--- config.mk ---
export PLATFORM = sky130hd
export DESIGN_NAME = drum_audio_streamer
export DESIGN_NICKNAME = d
export VERILOG_FILES = /design/src/rtl/drum_pkg.sv /design/src/rtl/sample_fifo.sv /design/src/rtl/drum_audio_streamer.sv
export SDC_FILE = /design/constraint.sdc
export NUM_CORES = 1
export LEC_CHECK = 0
export ABC_AREA = 1
export BUFFER_PORTS_ARGS = -buffer_cell sky130_fd_sc_hd__buf_2
export CORE_UTILIZATION = 25
export DETAILED_ROUTE_END_ITERATION = 10
export PLACE_DENSITY = 0.44
export SLEW_MARGIN = 20
export SYNTH_ARGS = -nofsm -noshare
export SYNTH_HDL_FRONTEND = slang
export SYNTH_SLANG_ARGS = --single-unit
--- constraint.sdc ---
create_clock -name clk -period 3.7 [get_ports clk]
set_clock_uncertainty 0.15 [all_clocks]
set_input_delay 0.37 -clock clk [delete_from_list [all_inputs] [get_ports clk]]
set_output_delay 0.37 -clock clk [all_outputs]
set_load 0.01 [all_outputs]
--- src/rtl/drum_pkg.sv ---
// Shared constants and FSM encoding for the drum-column audio output path.
package drum_pkg;

  // Node amplitude format: signed 1.17 fixed point.
  localparam int NODE_W    = 18;
  localparam int NODE_FRAC = 17;

  // Codec word width; the node value is left-justified into it.
  localparam int AUDIO_W  = 32;
  localparam int LJ_SHIFT = AUDIO_W - NODE_W;  // 14

  typedef enum logic [1:0] {
    WAIT_DONE = 2'd0,
    CAPTURE   = 2'd1,
    ISSUE     = 2'd2,
    WAIT_BUSY = 2'd3
  } stream_state_t;

endpackage

--- src/rtl/sample_fifo.sv ---
// Register-array FIFO with first-word-fall-through head output.
module sample_fifo #(
  parameter int WIDTH = 32,
  parameter int DEPTH = 8
) (
  input  logic                     clk,
  input  logic                     reset,
  input  logic                     push,
  input  logic [WIDTH-1:0]         push_data,
  input  logic                     pop,
  output logic [WIDTH-1:0]         head_data,
  output logic [$clog2(DEPTH):0]   count
);

  localparam int AW = $clog2(DEPTH);
  localparam logic [AW:0] FULL_COUNT = (AW + 1)'(DEPTH);

  logic [WIDTH-1:0] mem [DEPTH];
  logic [AW-1:0]    wr_ptr;
  logic [AW-1:0]    rd_ptr;
  logic             do_push;
  logic             do_pop;

  assign do_push   = push && (count != FULL_COUNT);
  assign do_pop    = pop && (count != '0);
  assign head_data = mem[rd_ptr];

  // Storage write; no reset needed since count gates visibility.
  always_ff @(posedge clk) begin
    if (do_push) begin
      mem[wr_ptr] <= push_data;
    end
  end

  // Pointers wrap naturally (power-of-two depth); count tracks occupancy.
  always_ff @(posedge clk) begin
    if (reset) begin
      wr_ptr <= '0;
      rd_ptr <= '0;
      count  <= '0;
    end else begin
      if (do_push) wr_ptr <= wr_ptr + 1'b1;
      if (do_pop)  rd_ptr <= rd_ptr + 1'b1;
      if (do_push && !do_pop)      count <= count + 1'b1;
      else if (do_pop && !do_push) count <= count - 1'b1;
    end
  end

endmodule

--- src/rtl/drum_audio_streamer.sv ---
// Captures the center-node amplitude after each column iteration, converts it
// to a left-justified audio word, buffers it and paces the columns.
module drum_audio_streamer
  import drum_pkg::*;
#(
  parameter int FIFO_DEPTH = 8,
  parameter int VOL_SHIFT  = 0
) (
  input  logic                          clk,
  input  logic                          reset,
  input  logic                          column_done,
  input  logic signed [NODE_W-1:0]      center_node,
  output logic                          iteration_enable,
  output logic                          sample_valid,
  output logic signed [AUDIO_W-1:0]     sample_data,
  input  logic                          sample_ready,
  output logic [$clog2(FIFO_DEPTH):0]   fifo_count,
  output logic [15:0]                   underrun_count
);

  localparam int CW = $clog2(FIFO_DEPTH) + 1;
  localparam logic [CW-1:0] FULL_COUNT = CW'(FIFO_DEPTH);

  stream_state_t     state_q;
  stream_state_t     state_d;
  logic              push;
  logic              pop;
  logic              issue_q;
  logic [AUDIO_W-1:0] lj_word;
  logic [AUDIO_W-1:0] audio_word;
  logic [AUDIO_W-1:0] head_data;

  assign lj_word    = {center_node, {LJ_SHIFT{1'b0}}};
  assign audio_word = $signed(lj_word) >>> VOL_SHIFT;
  assign pop        = sample_valid && sample_ready;

  // Next-state and push decode; full test uses the registered count.
  always_comb begin
    state_d = state_q;
    push    = 1'b0;
    case (state_q)
      WAIT_DONE: if (column_done) state_d = CAPTURE;
      CAPTURE: begin
        if (fifo_count != FULL_COUNT) begin
          push    = 1'b1;
          state_d = ISSUE;
        end
      end
      ISSUE:     state_d = WAIT_BUSY;
      WAIT_BUSY: if (!column_done) state_d = WAIT_DONE;
      default:   state_d = WAIT_DONE;
    endcase
  end

  // State register.
  always_ff @(posedge clk) begin
    if (reset) state_q <= WAIT_DONE;
    else       state_q <= state_d;
  end

  // Enable pulse is registered so it is high exactly during ISSUE.
  always_ff @(posedge clk) begin
    if (reset) issue_q <= 1'b0;
    else       issue_q <= push;
  end

  // Masked by reset so a reset landing in ISSUE suppresses that pulse.
  assign iteration_enable = issue_q && !reset;

  // Saturating count of cycles the codec asked for data we did not have.
  always_ff @(posedge clk) begin
    if (reset) begin
      underrun_count <= '0;
    end else if (sample_ready && (fifo_count == '0) && (underrun_count != '1)) begin
      underrun_count <= underrun_count + 1'b1;
    end
  end

  sample_fifo #(
    .WIDTH (AUDIO_W),
    .DEPTH (FIFO_DEPTH)
  ) u_fifo (
    .clk       (clk),
    .reset     (reset),
    .push      (push),
    .push_data (audio_word),
    .pop       (pop),
    .head_data (head_data),
    .count     (fifo_count)
  );

  assign sample_valid = (fifo_count != '0);
  assign sample_data  = sample_valid ? $signed(head_data) : '0;

endmodule

==> out/metrics.cfg <==
[run_status]
status = finished, final reports clean

[finish]
layout.cells.non_filler = 1173
drive_gt1_share_pct = 17.5
fin_util_pct = 29.8
fillers = 3090
nNetsFinal = 801
syn_to_final_growth_pct = 16.8
register_area_um2 = 4970
final_cell_mix = nor2_1, edfxtp_1, o21ai_0
multiInputGateArea_um2 = 2280
layout_commonest_cell = nor2_1

[place]
dpl.hpwl_um = 10100
dp_cells = 1139
gp_congestion = 0.748
portBuffers = 61

[synth]
syn_inst = 708
netlist_area_um2 = 7600
yosysWarnings = 0
post_synth.cell_area_avg_um2 = 10.7
synth_seq_cells = 176
ys_types = 33
yosysSeqAreaShare_pct = 65.3
yosysTopAreaCellShare_pct = 56.9
yosys.area.top_type = edfxtp_1
netlist_top_cells_area = edfxtp_1, nor2_1, dfxtp_1

[die]
die-area_um2 = 31100
fp.dieW_um = 176
row_count = 63
initial_core_util_pct = 25.5
die_y_um = 176
core_um2 = 29800
io_pins = 76

[power]
finalPower_mw = 5.77
p_leak_nw = 3.24
power.density_nw_per_um2 = 650
switching_share_pct = 35.1
seqPwrFrac_pct = 41.8
switchingPower_mw = 2.03
intPower_mw = 3.74
ir_drop_uv = 246
p_clk_share_pct = 31.1
p_comb_share_pct = 27.1

[sta]
worst_slew_pin_slew_ps = 800
rsz0062_at_grt = false
hold_viol = 0
relSlewSlack_pct = 46.6
finalCritPeriodShare_pct = 77.0
finalSetupTns_ps = 0
max_freq_ghz = 0.351
final-setup-viol-count = 0
period_needed_ps = 2850
finalMaxSlewViolations = 0

[cts]
post_cts_buffers = 0
clkTransAtPathRegs_ps = 80
htree_num_levels = 4
cts_resized = 0
clockBufferDepth = 2
ctsHoldBuffers = 0
clock-sinks = 176
tritoncts = built
cts_buffers = 17
clk_latency_ps = 420
cts_root_buf = clkbuf_16

[worst_setup_path]
worst_ep_arrival_time_ps = 2330
cp-start-kind = register
critical_path.endpoint_type = output pin
worst-path-max-fanout = 41
crit_required_ps = 3180
reg2reg_depth = 11
critPathKind = reg2out

[route]
vias = 5036
via_per_inst = 4.29
wirelength_um = 17600
ant_nets = 0
drt_iter0_markers = 376
drc = 0
post_drt_wl_per_cell_um = 15.0
first_pass_iters = 5

[job]
cap_violations = 0

[global_route]
grt_pass1_wl_um = 27600
grt_remaining_overflow = 0
grt_max_degree = 73
grt_usage_pct = 11.8
grt_pass1_vias = 4838
grt_antenna_before_repair = 3

[min_path]
hold_depth = 1
hp-class = in2reg

-- Yosys cell counts, drive strengths merged --
master,instances
fa,1
nand4,3
inv,36
conb,1
o22ai,18
clkbuf,13
buf,34
nand2,75
o21ai,80
nand3b,3
or2,1
xor2,2
nor3,2
nand3,24
xnor2,2
o211ai,18
a21oi,22
dfxtp,32
ha,10
edfxtp,144
a31oi,1
nor2,186
-- power by group through the flow --
stage	registers [mW]	clock network (mW)	logic [mW]
after floorplan	2.45	0	1.06
after global placement	2.45	0	1.61
after detailed placement	2.46	0	1.60
after CTS	2.41	1.83	1.60
after global routing	2.44	1.91	1.80
final	2.41	1.79	1.56
-- worst paths after layout --
path | start | end | slack [ps]
min reg2reg | u_fifo.wr_ptr[0] | u_fifo.wr_ptr[0] | 350
max reg2reg | u_fifo.count[0] | u_fifo.count[3] | 1040
max | register | sample_data[29] | 850
min | center_node[4] | u_fifo.mem[2][4] | 60
-- critical path: stages, from the launching register on --
cell and delay (ps):
dfxtp_2 330, inv_2 540, buf_4 340, nor2_1 60
o211ai_1 170, nand2_1 70, nor2_1 210, buf_2 180
-- per-stage QoR --
step                      area (µm²)  setup WS [ps]  hold WS, ps
after floorplan                 7650           1380          309
after global placement          8280           1110          332
after detailed placement        8280           1020          331
after CTS                       8870            834         41.7
after global routing            8870            600         47.5
final                           8880            849         55.0
-- cell families (layout without fill, tap and decap cells) --
group | after synthesis | in the layout | synth area share (%)
XOR/XNOR | 4 | 4 | 0.461
buffers and inverters | 83 | 143 | 5.53
AND/OR/NAND/NOR | 294 | 294 | 16.6
adder cells (fa/ha/maj) | 11 | 11 | 1.91
AO/OA/AOI/OAI | 139 | 139 | 10.1
other | 1 | 16 | 0.0494
flip-flops | 176 | 176 | 65.3
-- final cells by class --
type / instances / area share, %
Tap cell: 390 / 5.50
Multi-Input combinational cell: 462 / 25.7
Antenna cell: 2 / 0.0564
Sequential cell: 176 / 56.0
Inverter: 36 / 1.52
Clock inverter: 14 / 1.80
Timing Repair Buffer: 75 / 4.62
Clock buffer: 18 / 4.83
-- per-layer routing --
| layer | wire length, µm | vias up | track usage, % |
|---|---|---|---|
| met5 | 13 | - | 0 |
| met2 | 7860 | 100 | 18.0 |
| met3 | 795 | 13 | 3.32 |
| met1 | 8790 | 2387 | 16.2 |
| li1 | - | 2534 | - |
| met4 | 179 | 2 | 3.70 |
-- state kept, by name (all words and copies together), names as in the netlist, named ones only --
name / flops
u_fifo.wr_ptr: 3
u_fifo.count: 4
u_fifo.mem: 144
issue_q: 1
underrun_count: 16
state_q: 2
u_fifo.rd_ptr: 3
(Power assumes the default switching activity.)
